## config.mk

```make
export PLATFORM = sky130hd
export DESIGN_NAME = sad_operand_loader_flat
export DESIGN_NICKNAME = d
export VERILOG_FILES = /design/src/rtl/sad_pkg.sv /design/src/rtl/sad_operand_loader_if.sv /design/src/rtl/sad_addr_gen.sv /design/src/rtl/sad_operand_loader.sv /design/src/flat_wrapper.sv
export SDC_FILE = /design/constraint.sdc
export NUM_CORES = 1
export LEC_CHECK = 0
export BUFFER_PORTS_ARGS = -buffer_cell sky130_fd_sc_hd__buf_2
export CAP_MARGIN = 10
export CELL_PAD_IN_SITES_DETAIL_PLACEMENT = 0
export CELL_PAD_IN_SITES_GLOBAL_PLACEMENT = 1
export CORE_AREA = 2 2 255 257
export CTS_BUF_LIST = sky130_fd_sc_hd__clkbuf_16
export DETAILED_ROUTE_END_ITERATION = 16
export DIE_AREA = 0 0 257 259
export PLACE_DENSITY_LB_ADDON = 0.1
export RECOVER_POWER = 50
export SLEW_MARGIN = 25
export SYNTH_ARGS = -nofsm -noshare
export SYNTH_HDL_FRONTEND = slang
export SYNTH_SLANG_ARGS = --single-unit
```

## constraint.sdc

```tcl
create_clock -name Clk -period 38.3 [get_ports Clk]
set_input_delay 1.915 -clock Clk [delete_from_list [all_inputs] [get_ports Clk]]
set_output_delay 1.915 -clock Clk [all_outputs]
set_load 0.05 [all_outputs]
```

## src/rtl/sad_pkg.sv

```systemverilog
// Shared constants and FSM state type for the SAD operand loader.
package sad_pkg;
  localparam int NPAIRS     = 8;
  localparam int DW         = 32;
  localparam int AW         = 32;
  localparam int WORD_BYTES = 4;
  localparam int IDX_W      = 4;
  localparam int SLOT_W     = 3;

  typedef enum logic [1:0] {S_IDLE, S_LOAD, S_VALID} stateT;
endpackage

```

## src/rtl/sad_operand_loader_if.sv

```systemverilog
// Memory data port plus operand-set handshake between the loader and its neighbours.
interface sad_operand_loader_if;
  import sad_pkg::*;

  // Handshakes: a memory word transfers on any cycle with MemRead && MemReady;
  // an operand set transfers on a cycle with OpValid && OpAccept. OpValid, once
  // raised, holds with stable OpA/OpB/DstOut until the transfer (or a Flush).
  logic                 Start;
  logic [AW-1:0]        BaseA;
  logic [AW-1:0]        BaseB;
  logic [4:0]           DstIn;
  logic                 Flush;
  logic                 MemRead;
  logic [AW-1:0]        MemAddr;
  logic [DW-1:0]        MemReadData;
  logic                 MemReady;
  logic [NPAIRS*DW-1:0] OpA;
  logic [NPAIRS*DW-1:0] OpB;
  logic [4:0]           DstOut;
  logic                 OpValid;
  logic                 OpAccept;
  logic                 Busy;
  stateT                DbgState;

  modport master (
    input  Start, BaseA, BaseB, DstIn, Flush, MemReadData, MemReady, OpAccept,
    output MemRead, MemAddr, OpA, OpB, DstOut, OpValid, Busy, DbgState
  );

  modport slave (
    output Start, BaseA, BaseB, DstIn, Flush, MemReadData, MemReady, OpAccept,
    input  MemRead, MemAddr, OpA, OpB, DstOut, OpValid, Busy, DbgState
  );
endinterface

```

## src/rtl/sad_addr_gen.sv

```systemverilog
// Maps a load index onto a word address and the A/B bank slot it fills.
module sad_addr_gen
  import sad_pkg::*;
(
  input  logic [IDX_W-1:0]  idx,
  input  logic [AW-1:0]     baseA,
  input  logic [AW-1:0]     baseB,
  output logic [AW-1:0]     memAddr,
  output logic              selB,
  output logic [SLOT_W-1:0] slot
);
  logic [AW-1:0] offset;

  // Upper half of the index walks the B window; sum wraps modulo 2^AW.
  always_comb begin
    selB    = idx[IDX_W-1];
    slot    = idx[SLOT_W-1:0];
    offset  = AW'({slot, 2'b00});
    memAddr = (selB ? baseB : baseA) + offset;
  end
endmodule

```

## src/rtl/sad_operand_loader.sv

```systemverilog
// Gathers NPAIRS A words then NPAIRS B words from memory and offers them as one operand set.
module sad_operand_loader
  import sad_pkg::*;
(
  input logic           Clk,
  input logic           Reset,
  sad_operand_loader_if.master bus
);
  localparam logic [IDX_W-1:0] LAST_IDX   = IDX_W'(2*NPAIRS-1);
  localparam logic [AW-1:0]    ALIGN_MASK = ~AW'(WORD_BYTES-1);

  stateT                state, nextState;
  logic [IDX_W-1:0]     idx;
  logic [AW-1:0]        baseA, baseB, addr;
  logic                 selB;
  logic [SLOT_W-1:0]    slot;
  logic [NPAIRS*DW-1:0] opA, opB;
  logic [4:0]           dstOut;
  logic                 startLoad, capture;

  sad_addr_gen u_addr_gen (
    .idx     (idx),
    .baseA   (baseA),
    .baseB   (baseB),
    .memAddr (addr),
    .selB    (selB),
    .slot    (slot)
  );

  always_comb begin
    nextState = state;
    startLoad = 1'b0;
    capture   = 1'b0;
    if (bus.Flush) begin
      nextState = S_IDLE;
    end else begin
      case (state)
        S_IDLE: begin
          if (bus.Start) begin
            nextState = S_LOAD;
            startLoad = 1'b1;
          end
        end
        S_LOAD: begin
          if (bus.MemReady) begin
            capture = 1'b1;
            if (idx == LAST_IDX) nextState = S_VALID;
          end
        end
        S_VALID: begin
          // Accept with Start reloads immediately so there is no idle bubble.
          if (bus.OpAccept) begin
            if (bus.Start) begin
              nextState = S_LOAD;
              startLoad = 1'b1;
            end else begin
              nextState = S_IDLE;
            end
          end
        end
        default: nextState = S_IDLE;
      endcase
    end
  end

  always_ff @(posedge Clk or posedge Reset) begin
    if (Reset) begin
      state  <= S_IDLE;
      idx    <= '0;
      baseA  <= '0;
      baseB  <= '0;
      opA    <= '0;
      opB    <= '0;
      dstOut <= '0;
    end else begin
      state <= nextState;
      if (bus.Flush) begin
        idx <= '0;
      end else if (startLoad) begin
        idx    <= '0;
        baseA  <= bus.BaseA & ALIGN_MASK;
        baseB  <= bus.BaseB & ALIGN_MASK;
        dstOut <= bus.DstIn;
      end else if (capture) begin
        idx <= idx + 1'b1;
        if (selB) opB[slot*DW +: DW] <= bus.MemReadData;
        else      opA[slot*DW +: DW] <= bus.MemReadData;
      end
    end
  end

  assign bus.MemRead  = (state == S_LOAD);
  assign bus.OpValid  = (state == S_VALID);
  assign bus.Busy     = (state != S_IDLE);
  assign bus.MemAddr  = addr;
  assign bus.OpA      = opA;
  assign bus.OpB      = opB;
  assign bus.DstOut   = dstOut;
  assign bus.DbgState = state;
endmodule
```

## src/flat_wrapper.sv

```systemverilog
// flat-port wrapper written by rule: the top's interface ports become plain ports
module sad_operand_loader_flat import sad_pkg::*;
  (Clk, Reset, bus_Start, bus_BaseA, bus_BaseB, bus_DstIn, bus_Flush, bus_MemReadData, bus_MemReady, bus_OpAccept, bus_MemRead, bus_MemAddr, bus_OpA, bus_OpB, bus_DstOut, bus_OpValid, bus_Busy, bus_DbgState);
  sad_operand_loader_if bus_i ();
  input logic Clk;
  input logic Reset;
  input wire logic [$bits(bus_i.Start)-1:0] bus_Start;
  input wire logic [$bits(bus_i.BaseA)-1:0] bus_BaseA;
  input wire logic [$bits(bus_i.BaseB)-1:0] bus_BaseB;
  input wire logic [$bits(bus_i.DstIn)-1:0] bus_DstIn;
  input wire logic [$bits(bus_i.Flush)-1:0] bus_Flush;
  input wire logic [$bits(bus_i.MemReadData)-1:0] bus_MemReadData;
  input wire logic [$bits(bus_i.MemReady)-1:0] bus_MemReady;
  input wire logic [$bits(bus_i.OpAccept)-1:0] bus_OpAccept;
  output wire logic [$bits(bus_i.MemRead)-1:0] bus_MemRead;
  output wire logic [$bits(bus_i.MemAddr)-1:0] bus_MemAddr;
  output wire logic [$bits(bus_i.OpA)-1:0] bus_OpA;
  output wire logic [$bits(bus_i.OpB)-1:0] bus_OpB;
  output wire logic [$bits(bus_i.DstOut)-1:0] bus_DstOut;
  output wire logic [$bits(bus_i.OpValid)-1:0] bus_OpValid;
  output wire logic [$bits(bus_i.Busy)-1:0] bus_Busy;
  output wire logic [$bits(bus_i.DbgState)-1:0] bus_DbgState;
  assign bus_i.Start = bus_Start;
  assign bus_i.BaseA = bus_BaseA;
  assign bus_i.BaseB = bus_BaseB;
  assign bus_i.DstIn = bus_DstIn;
  assign bus_i.Flush = bus_Flush;
  assign bus_i.MemReadData = bus_MemReadData;
  assign bus_i.MemReady = bus_MemReady;
  assign bus_i.OpAccept = bus_OpAccept;
  assign bus_MemRead = bus_i.MemRead;
  assign bus_MemAddr = bus_i.MemAddr;
  assign bus_OpA = bus_i.OpA;
  assign bus_OpB = bus_i.OpB;
  assign bus_DstOut = bus_i.DstOut;
  assign bus_OpValid = bus_i.OpValid;
  assign bus_Busy = bus_i.Busy;
  assign bus_DbgState = bus_i.DbgState;
  sad_operand_loader u_core (.Clk(Clk), .Reset(Reset), .bus(bus_i));
endmodule
```

* Word-level counts from Yosys, hierarchy flattened
Index checks and enable logic that the tools add are counted.
** Storage, ports and cells
- Register bits after elaboration :: 583
- Bits of input ports :: 107
- Output and inout port bits :: 554
- Logic and storage cells :: 49
** Operators by class
- Add/subtract/negate cells :: 3
- Eq/ne operators :: 7
- Shifts and indexed selects :: 2
- Multiplexer cells :: 20
- Bitwise gates (word level) :: 3
- Reduce and logical (&&, ||, !) cells :: 7
** Operator list (number)
- $bwmux W256 :: 2
- $shift A32 B34 Y256 const A :: 1
- $shiftx A32 B34 Y256 :: 1
- $neg A8 Y34 :: 1
- $add A32 B5 Y32 :: 1
- $mux W32 :: 1
- $mux W4 :: 3
- $reduce_and A4 Y1 :: 3
- $mux W2 :: 5
- $ne A3 B3 Y1 const B :: 3
- $mux W1 :: 7
- $pmux W2 S3 :: 1
- $add A4 B1 Y4 const B :: 1
- $eq A4 B4 Y1 const B :: 1
- $ne A3 B2 Y1 const B :: 1
- $not A1 Y1 :: 3
- $reduce_bool A3 Y1 :: 1
- $eq A2 B1 Y1 const B :: 1
- $eq A2 B2 Y1 const B :: 1
- $logic_not A2 Y1 :: 1
- $pmux W1 S2 :: 1
- $reduce_and A2 Y1 :: 1
- $reduce_bool A2 Y1 :: 1

* Longest topological paths before layout
Gate-level depths: netlist of the first run.
- Word-level depth :: 6
- Depth in mapped cells :: 12
- Gate-level depth less buffers :: 8

* Hierarchy
Synthesis of the first run repeated with hierarchy kept, for this count alone.
** Second synthesis, totals
- Cells, all modules :: 1859
- Area, all modules :: 23963.0 µm²
** Modules (own cells, without submodules)
- sad_operand_loader :: times used 1, cells each 1676, area an instance 22527.9 µm², seq. area each 14589.0 µm²
- sad_addr_gen :: times used 1, cells each 183, area an instance 1435.1 µm², seq. area each 0.0 µm²

* Worst setup path after synthesis of the first run
No wires, ideal clock.
- Path kind :: register to output
- Start :: reg u_core.idx[3]
- End :: out bus_MemAddr[19]
- Arrival :: 3.593 ns
- Required time :: 36.385 ns
- Setup slack :: 32.792 ns
- Cell stages (with the launch flop) :: 13
- Buffers on the path :: 5
- Cell sequence :: dfrtp_1 > buf_6 > buf_6 > buf_2 > buf_1 > mux2_2 > ha_1 > a21oi_1 > a21oi_1 > buf_2 > nand4_1 > xor2_1 > mux2i_1
** Between the ends
- Cells in the longest elaborated chain, start to end :: 2
** RTL lines
- start: declaration :: line sad_operand_loader.sv:13 : logic [IDX_W-1:0] idx;
- start signal: assignment :: line sad_operand_loader.sv:85 : idx <= idx + 1'b1;
- $mux W32 :: line sad_addr_gen.sv:19 : memAddr = (selB ? baseB : baseA) + offset;
- $add A32 B5 Y32 :: line sad_addr_gen.sv:19
- end: declaration :: line flat_wrapper.sv:16 : output wire logic [$bits(bus_i.MemAddr)-1:0] bus_MemAddr;
Every way passes these cells.

==> results.sh, run 1 <==
export IMPL_overflow=0
export IMPL_max_cap_violations=7
export IMPL_period_needed_ns=8.62
export IMPL_via_count=17500
export IMPL_multiInputGateArea_um2=8110
export IMPL_clock_sinks=583
export IMPL_routabilityCongestion=0.817
export IMPL_grt_usage_pct=25.6
export IMPL_ys_seq_elements=583
export IMPL_end_kind="async pin"
export IMPL_ctsResizeCount=0
export IMPL_vias_per_cell=5.00
export IMPL_dieArea_um2=66600
export IMPL_start_util_pct=36.4
export IMPL_syn_area_um2=23300
export IMPL_power_leakage_nw=13.4
export IMPL_numCtsBuffers=67
export IMPL_netlist_area_leader_share_pct=62.7
export IMPL_violations="max-capacitance violations, max-slew violations"
export IMPL_synth_mux_area_share_pct=15.1
export IMPL_synth_cell_types=52
export IMPL_ys_top_cells_by_area="dfrtp_1 63%, mux2_2 12%, nand2_1 6.7%"
export IMPL_grt_pass1_vias=17500
export IMPL_core_um2=63900
export IMPL_met3_length_um=6510
export IMPL_final_hold_violation_count=0
export IMPL_cts_root_buf="clkbuf_16"
export IMPL_async_flop_share_pct=100
export IMPL_cp_arrival_ns=9.24
export IMPL_htree_levels=3
export IMPL_synth_fa_ha_area_share_pct=0.409
export IMPL_yosysTopAreaCell="dfrtp_1"
export IMPL_setup_viol=0
export IMPL_drt_met1_wl_um=34800
export IMPL_grt_start_max_net_pins=119
export IMPL_antenna_found_initial=12
export IMPL_worstSkewPairLatency_ns=0.59
export IMPL_yosys_most_used_dff="dfrtp_1"
export IMPL_crit_type="input pin to async pin"
export IMPL_synth_most_common_cell="dfrtp_1"
export IMPL_fin_tns_setup_ns=0
export IMPL_floorplan_io_pins=661
export IMPL_worstPathRequired_ns=38.92
export IMPL_drtPass1Iterations=5
export IMPL_cts_clk_slew_worst_paths_ns=0.06
export IMPL_routed_wl_um=86800
export IMPL_drive_above_1_share_pct=21.7
export IMPL_synth_xor_area_share_pct=1.28
export IMPL_rsz0062_at_grt="false"
export IMPL_hold_ws_ns=0.474
export IMPL_outcome="finished with violations"
export IMPL_drc=0
export IMPL_final_seq_area_um2=14600
export IMPL_utilization_pct=45.2
export IMPL_min_path_type="flip-flop to flip-flop"
export IMPL_die_y_um=259
export IMPL_worst_path_max_fanout=118
export IMPL_skew_ns=0.0233
export IMPL_syn_to_final_growth_pct=24.2
export IMPL_hold_buffers=0
export IMPL_maxSlewViolCount=476
export IMPL_synthSimpleGateAreaFrac_pct=10.5
export IMPL_cts_buffer_depth=3
export IMPL_hpwl_um=60500
export IMPL_synth_compound_area_share_pct=7.16
export IMPL_place_inst=3386
export IMPL_drt_initial_drc_count=1304
export IMPL_maxClockFrequency_mhz=116
export IMPL_yosys_warnings=0
export IMPL_post_route_period_util_pct=22.5
export IMPL_pwr_density_cell_nw_per_um2=50.7
export IMPL_met2_length_um=41900
export IMPL_fillers=6250
export IMPL_avgSynthCellArea_um2=11.7
export IMPL_max_slew_worst_pin_slew_ns=5.30
export IMPL_postCtsSetupBuffers=0
export IMPL_final_nets=2715
export IMPL_cts_tree="built"
export IMPL_die_x_um=257
export IMPL_netlist_instances=1982
export IMPL_wire_per_inst_um=24.8
export IMPL_rows=93
export IMPL_grt_pass1_wl_um=124000
export IMPL_synth_edff_count=0
export IMPL_synth_top_family_by_area="multiplexers"
export IMPL_instances_no_fill=3508
export IMPL_port_buffer_count=654
export IMPL_ys_top_cells_by_count="583 x dfrtp_1, 416 x nand2_1, 291 x o21ai_0"
export IMPL_start_kind="input pin"
export IMPL_ir_drop_v=0.0000307
export IMPL_top_layer_used="met5"
export IMPL_ys_seq_area_share_pct=62.7
export IMPL_ant_nets=0
export IMPL_slew_limit_headroom_pct=-255
==> critical path, cell delays in order <==
cell and delay [ns]:
clkbuf_1 0.09, clkinvlp_2 2.90, clkbuf_1 2.67, buf_6 0.75
buf_4 0.73
==> worst paths after layout <==
| kind | start | endpoint | slack (ns) | cells after the start |
|---|---|---|---|---|
| max | Reset | u_core.bus.OpA[23] | 29.68 | 5 |
| min | u_core.bus.OpA[106] | u_core.bus.OpA[106] | 0.47 | 2 |
| max reg2reg | u_core.idx[0] | u_core.bus.OpB[249] | 32.12 | 8 |
| min reg2reg | u_core.bus.OpA[106] | u_core.bus.OpA[106] | 0.47 | 2 |
| max in group Clk | u_core.idx[0] | bus_MemAddr[30] | 31.96 | 9 |
| min in group asynchronous | Reset | u_core.bus.OpA[111] | 2.95 | 2 |
==> per-layer routing <==
layer  vias up  global-route usage, %
met5         -                      0
met4         4                   10.6
met3       162                   7.90
met2       624                   42.0
met1      8757                   31.4
li1       7996                      -
==> area by class of cell <==
type                            count  share of cell area, %
Sequential cell                   583                   50.5
Multi-Input combinational cell   1238                   28.1
Timing Repair Buffer              684                   10.0
Clock buffer                       71                   6.15
Tap cell                          855                   3.70
Clock inverter                     47                   1.19
Inverter                           27                  0.355
Antenna cell                        3                 0.0260
==> flip-flops by register name, summed over array words and instances (netlist names) <==
name                 flops
u_core.bus.OpA         256
u_core.bus.OpB         256
u_core.baseB            30
u_core.bus.DstOut        5
u_core.idx               4
u_core.bus.DbgState      2
u_core.baseA            30
==> power by group <==
group	internal [mW]	leakage (nW)	switching [mW]	total, mW
clock network	0.368	1.10	0.260	0.628
logic	0.0444	4.47	0.133	0.177
registers	0.642	7.84	0.0193	0.661
total	1.05	13.4	0.412	1.47
==> placed cells by master (no fill, tap or decap), drive strengths merged, types with 5 or more instances in the layout <==
master  synthesis  layout
a21oi          12      12
a32o            6       6
and2            7       7
and3           35      35
buf            41     202
bufinv          0       5
clkbuf         94     553
clkinv          0      29
dfrtp         583     583
ha              6       6
inv            27      38
mux2          292     292
mux2i          22      22
nand2         416     416
nand3          40      40
nand4          14      14
nor2           18      18
nor2b           9       9
nor4            5       5
o21ai         291     291
xnor2          16      16
xor2           18      18
==> per-stage QoR <==
stage,setup slack [ns],instance area [um2],power (mW)
5_1_grt,28.32,28900,1.52
6_report,29.68,28900,1.47
3_5_place_dp,32.94,27400,0.854
3_3_place_gp,33.03,27400,0.851
4_1_cts,32.35,29500,1.49
2_1_floorplan,20.07,23300,0.794
==> logic make-up (layout without fill, tap and decap cells) <==
group                      after synthesis  in the layout
adders and majority gates                7              7
and+or+nand+nor                        561            561
xor gates and xnor gates                34             34
DFF                                    583            583
buffers and inverters                  162            829
other                                    1              5
AOI/OAI and AO/OA                      320            320
muxes                                  314            314
No activity file was read; power rests on OpenSTA's default activity.
==> run 2: changes to the inputs <==
--- a/config.mk
+++ b/config.mk
@@ -9,10 +9,10 @@
 export CAP_MARGIN = 10
 export CELL_PAD_IN_SITES_DETAIL_PLACEMENT = 0
 export CELL_PAD_IN_SITES_GLOBAL_PLACEMENT = 1
-export CORE_AREA = 2 2 255 257
+export CORE_MARGIN = 2
+export CORE_UTILIZATION = 37
 export CTS_BUF_LIST = sky130_fd_sc_hd__clkbuf_16
 export DETAILED_ROUTE_END_ITERATION = 16
-export DIE_AREA = 0 0 257 259
 export PLACE_DENSITY_LB_ADDON = 0.1
 export RECOVER_POWER = 50
 export SLEW_MARGIN = 25
==> constraint.sdc (replaced) <==
create_clock -name Clk -period 7.6 [get_ports Clk]
set_input_delay 0.38 -clock Clk [delete_from_list [all_inputs] [get_ports Clk]]
set_output_delay 0.38 -clock Clk [all_outputs]
set_load 0.05 [all_outputs]
==> run 2 against run 1 <==
Net effect:
- the run still ends with max-capacitance violations, max-slew violations left
- clock skew up 0.0033 ns
- first-iteration DRC count down 13%
- via count up 0.64%
- die area down 2.5%
- sequential power rose to 5.0 times the previous value
- worst hold slack worse by 0.44 ns
- count of clock-buffer cells in the layout down 4
- cell count up 1.0%
- register-to-register slack worse by 30 ns
- final area up 1.2%
- critical endpoint is now u_core.bus.OpA[63]
- non-clock buffer count up 56
- largest cell class unchanged
==> results.sh, run 2 (synthesized netlist as in run 1, its figures left out) <==
export IMPL_outcome="finished with violations"
export IMPL_violations="max-capacitance violations, max-slew violations"
export IMPL_cp_arrival_ns=5.84
export IMPL_layout_commonest_cell="dfrtp_1"
export IMPL_drt_initial_drc_count=1138
export IMPL_setup_viol=0
export IMPL_fillers=6076
export IMPL_worstSkewPairLatency_ns=0.61
export IMPL_drive_above_1_share_pct=19.0
export IMPL_final_hold_violation_count=0
export IMPL_utilization_pct=47.2
export IMPL_worstPathRequired_ns=8.07
export IMPL_mostFrequentLayoutCells="582 x dfrtp_1, 524 x clkbuf_1, 413 x nand2_1"
export IMPL_floorplan_io_pins=661
export IMPL_overflow=0
export IMPL_maxSlewViolCount=233
export IMPL_routed_wl_um=86500
export IMPL_htree_levels=3
export IMPL_final_nets=2770
export IMPL_maxClockFrequency_mhz=186
export IMPL_rsz0062_at_grt="false"
export IMPL_dp_slack_ns=3.01
export IMPL_post_route_period_util_pct=70.7
export IMPL_die_y_um=255
export IMPL_postCtsSetupBuffers=0
export IMPL_syn_to_final_growth_pct=25.6
export IMPL_clock_sinks=583
export IMPL_grt_pass1_vias=17500
export IMPL_slew_limit_headroom_pct=-147
export IMPL_dieArea_um2=64900
export IMPL_port_buffer_count=654
export IMPL_start_util_pct=37.6
export IMPL_end_kind="flip-flop"
export IMPL_max_cap_violations=5
export IMPL_fin_ws_ns=2.23
export IMPL_r2r_start="u_core.idx[0]"
export IMPL_power_leakage_nw=13.4
export IMPL_numCtsBuffers=66
export IMPL_die_x_um=255
export IMPL_drc=0
export IMPL_cts_clk_slew_worst_paths_ns=0.05
export IMPL_core_um2=61900
export IMPL_via_count=17700
export IMPL_max_slew_worst_pin_slew_ns=3.71
export IMPL_antenna_found_initial=12
export IMPL_instances_no_fill=3543
export IMPL_drtPass1Iterations=5
export IMPL_ant_nets=0
export IMPL_cts_buffer_depth=3
export IMPL_ctsResizeCount=0
export IMPL_cts_root_buf="clkbuf_16"
export IMPL_hold_start="bus_BaseB[23]"
export IMPL_hold_buffers=57
export IMPL_grt_usage_pct=26.0
export IMPL_min_path_type="input pin to flip-flop"
export IMPL_crit_start="u_core.idx[0]"
export IMPL_grt_start_max_net_pins=168
export IMPL_hpwl_um=60500
export IMPL_vias_per_cell=4.98
export IMPL_wire_per_inst_um=24.4
export IMPL_rows=91
export IMPL_crit_type="flip-flop to flip-flop"
export IMPL_grt_pass1_wl_um=122000
export IMPL_finalPower_mw=7.19
export IMPL_period_needed_ns=5.37
export IMPL_start_kind="flip-flop"
export IMPL_place_inst=3368
export IMPL_pwr_density_cell_nw_per_um2=246
export IMPL_worst_path_max_fanout=51
export IMPL_cts_tree="built"
export IMPL_routabilityCongestion=0.820
export IMPL_skew_ns=0.0267
export IMPL_ir_drop_v=0.000169
run 2: changes by cell type in the layout (fill, tap and decap cells not counted), moves of 3 or more:
| cell | previous run | this run |
|---|---|---|
| buf_2 | 180 | 134 |
| buf_4 | 19 | 23 |
| bufinv_16 | 5 | 2 |
| clkbuf_1 | 482 | 524 |
| clkbuf_16 | 71 | 67 |
| clkinv_2 | 18 | 7 |
| diode_2 | 3 | 6 |
| dlygate4sd3_1 | 0 | 57 |
| inv_1 | 34 | 41 |
run 2: cell type report:
type / instances / area, um2 / area share (%)
inverters: 27 / 103 / 0.351
clock inverters: 45 / 275 / 0.941
clock buffers: 67 / 1680 / 5.73
multi-input cells: 1238 / 8110 / 27.7
diodes: 6 / 15.0 / 0.0513
well taps: 837 / 1050 / 3.58
flip-flops and latches: 583 / 14600 / 49.9
repair buffers: 740 / 3420 / 11.7
run 2: final timing paths:
path | end | slack [ns] | cells past startpoint
min reg2reg | u_core.bus.OpB[233] | 0.48 | 2
max in group asynchronous | u_core.bus.OpB[70] | 2.79 | 4
max reg2reg | u_core.bus.OpA[63] | 2.23 | 8
min in group asynchronous | u_core.bus.OpB[210] | 0.69 | 3
max | u_core.bus.OpA[63] | 2.23 | 8
min | u_core.baseB[23] | 0.03 | 2
run 2: through the flow:
| step | hold WS [ns] | area (um2) | TNS [ns] |
|---|---|---|---|
| floorplan | 0.443 | 23300 | -422.93 |
| global placement | 0.456 | 27400 | 0 |
| detailed placement | 0.465 | 27400 | 0 |
| CTS | 0.000362 | 29900 | 0 |
| global route | 0.00684 | 29200 | 0 |
| finish | 0.0301 | 29200 | 0 |
run 2: critical path: stages, from the launching register on:
cell	delay, ns
dfrtp_1	0.31
clkbuf_1	1.20
inv_1	0.45
ha_1	0.35
ha_1	0.28
nor2b_1	0.77
and2_1	0.70
and3_4	0.75
mux2_2	0.40
run 2: metal layers:
layer  routed length (um)  GRT usage [%]  vias up
li1                     -              -     8100
met1                35000           32.6     8874
met2                42500           43.6      577
met3                 6870           7.89      100
met4                 2130           7.42        4
met5                   28              0        -
run 2: where the power goes:
group	leakage, nW	total [mW]	internal (mW)	switching [mW]
sequential	7.84	3.33	3.23	0.0953
clock	1.02	2.95	1.66	1.28
combinational	4.54	0.915	0.239	0.676
total	13.4	7.19	5.14	2.05
==> run 3: changes to the inputs <==
==> constraint.sdc (replaced) <==
create_clock -name Clk -period 4.55 [get_ports Clk]
set_input_delay 0.2275 -clock Clk [delete_from_list [all_inputs] [get_ports Clk]]
set_output_delay 0.2275 -clock Clk [all_outputs]
set_load 0.05 [all_outputs]
==> run 3 against run 2 <==
Net effect:
- the run still ends with max-capacitance violations, max-slew violations left
- clock skew is 0.012 ns lower
- non-clock buffer count is 19 higher
- setup slack worse by 1.7 ns
- flip-flop and latch count stayed put
- via count is 0.93% higher
- sequential share of layout area is 0.49 points lower
- final area is 0.99% higher
- critical path type is now flip-flop to output port
==> results.sh, run 3 (synthesized netlist as in run 1, its figures left out) <==
export IMPL_worst_path_max_fanout=27
export IMPL_multiInputGateArea_um2=8110
export IMPL_ir_drop_v=0.000326
export IMPL_cts_root_buf="clkbuf_16"
export IMPL_overflow=0
export IMPL_rows=91
export IMPL_cts_buffer_depth=3
export IMPL_core_um2=61900
export IMPL_wire_per_inst_um=24.5
export IMPL_min_path_type="input pin to flip-flop"
export IMPL_mostFrequentLayoutCells="582 x dfrtp_1, 521 x clkbuf_1, 413 x nand2_1"
export IMPL_place_inst=3374
export IMPL_slew_limit_headroom_pct=-62.8
export IMPL_grt_pass1_wl_um=123000
export IMPL_ant_nets=0
export IMPL_final_hold_violation_count=0
export IMPL_fin_tns_setup_ns=0
export IMPL_drc=0
export IMPL_path_cells="mux2_2 > ha_1 > a21oi_1 > nor2_2 > nand3_4 > nor4_1 > xnor2_1 > buf_2"
export IMPL_dieArea_um2=64900
export IMPL_grt_pass1_vias=17800
export IMPL_rsz0062_at_grt="false"
export IMPL_maxSlewViolCount=372
export IMPL_crit_buf_inv=1
export IMPL_pwr_density_cell_nw_per_um2=414
export IMPL_syn_to_final_growth_pct=26.9
export IMPL_floorplan_io_pins=661
export IMPL_start_util_pct=37.6
export IMPL_skew_ns=0.0150
export IMPL_drt_initial_drc_count=1057
export IMPL_cp_num_cells=8
export IMPL_ff2ff_setup_slack_ns=1.15
export IMPL_drtPass1Iterations=5
export IMPL_start_kind="flip-flop"
export IMPL_worstSkewPairLatency_ns=0.60
export IMPL_end_kind="output port"
export IMPL_cpLargestDelayFamily="simple AND/OR/NAND/NOR gates"
export IMPL_cpPeakStageDelay_ns=0.76
export IMPL_instances_no_fill=3566
export IMPL_grt_usage_pct=26.4
export IMPL_hold_path_end="u_core.idx[2]"
export IMPL_post_route_period_util_pct=88.1
export IMPL_htree_levels=3
export IMPL_violations="max-capacitance violations, max-slew violations"
export IMPL_worstPathRequired_ns=4.32
export IMPL_clock_sinks=583
export IMPL_period_needed_ns=4.01
export IMPL_cp_arrival_ns=3.78
export IMPL_r2r_start="u_core.idx[1]"
export IMPL_port_buffer_count=654
export IMPL_crit_type="flip-flop to output port"
export IMPL_die_x_um=255
export IMPL_maxClockFrequency_mhz=249
export IMPL_routed_wl_um=87300
export IMPL_reg2reg_depth=11
export IMPL_fillers=6070
export IMPL_numCtsBuffers=69
export IMPL_critical_path_slowest_cell="dfrtp_2"
export IMPL_via_count=17800
export IMPL_finalPower_mw=12.2
export IMPL_die_y_um=255
export IMPL_min_path_cells=4
export IMPL_antenna_found_initial=9
export IMPL_routabilityCongestion=0.801
export IMPL_final_nets=2792
export IMPL_outcome="finished with violations"
export IMPL_vias_per_cell=5.00
export IMPL_setup_viol=0
export IMPL_power_leakage_nw=13.6
export IMPL_layout_commonest_cell="dfrtp_1"
export IMPL_hpwl_um=60900
export IMPL_grt_start_max_net_pins=150
export IMPL_cts_tree="built"
export IMPL_hold_start="bus_MemReady"
export IMPL_cts_clk_slew_worst_paths_ns=0.05
export IMPL_postCtsSetupBuffers=0
export IMPL_max_cap_violations=6
export IMPL_drive_above_1_share_pct=19.3
export IMPL_r2r_end="u_core.bus.OpA[39]"
export IMPL_final_seq_area_um2=14600
export IMPL_max_slew_worst_pin_slew_ns=2.44
[run 3: changes by cell type in the layout (fill, tap and decap cells not counted), sizes merged]
cell,previous run,this run
diode,6,5
clkinv,22,24
inv,47,43
buf,159,167
clkinvlp,1,2
clkbuf,591,597
dlygate4sd3,57,68
[run 3: worst min-delay path: cells and delay by family]
family | cells | cell delay, ns
XOR/XNOR | 1 | 0.07
AND/OR/NAND/NOR | 2 | 0.18
buffers and inverters | 1 | 0.13
[run 3: what timing repair did]
item,in CTS,in global routing
setup endpoints to repair,0,0
hold buffers,68,0
endpoints found under the hold margin,83,0
resized for setup,0,0
[run 3: worst max-delay path by stage]
stage                       start                   to  slack [ns]
floorplan                   Reset     u_core.baseA[10]       -3.62
global placement    u_core.idx[1]  u_core.bus.OpB[149]        1.04
detailed placement  u_core.idx[1]   u_core.bus.OpA[39]        1.16
CTS                 u_core.idx[3]      bus_MemAddr[28]        0.53
global route        u_core.idx[3]      bus_MemAddr[30]        0.32
finish              u_core.idx[3]      bus_MemAddr[28]        0.54
[run 3: stage by stage]
step	instance area (um2)	util (%)	setup slack (ns)	hold WS, ns
after CTS	30200	48.7	0.530	0.0247
after detailed placement	27400	44.3	1.16	0.449
after floorplan	23300	-	-3.62	0.291
after global placement	27400	44.3	1.04	0.445
after global routing	29500	47.7	0.320	0.0527
final	29500	47.7	0.539	0.0527
[run 3: where the power goes]
group	switching [mW]	internal [mW]	leakage [nW]
logic	1.13	0.409	4.66
registers	0.158	5.40	7.84
clock network	2.16	2.98	1.07
[run 3: area by class of cell]
cell class / count / area share [%]
timing repair buffer: 759 / 12.2
sequential: 583 / 49.4
multi-input combinational: 1238 / 27.5
clock inverter: 44 / 0.784
inverter: 27 / 0.347
clock buffer: 73 / 6.19
antenna: 5 / 0.0424
tap: 837 / 3.55
[run 3: routing by layer]
layer  GRT usage [%]  wire (um)  up-vias
met4            9.67       3230        2
met2            43.0      42100      558
li1                -          -     8164
met1            33.6      35500     8953
met3            7.35       6360      143
met5               0         12        -
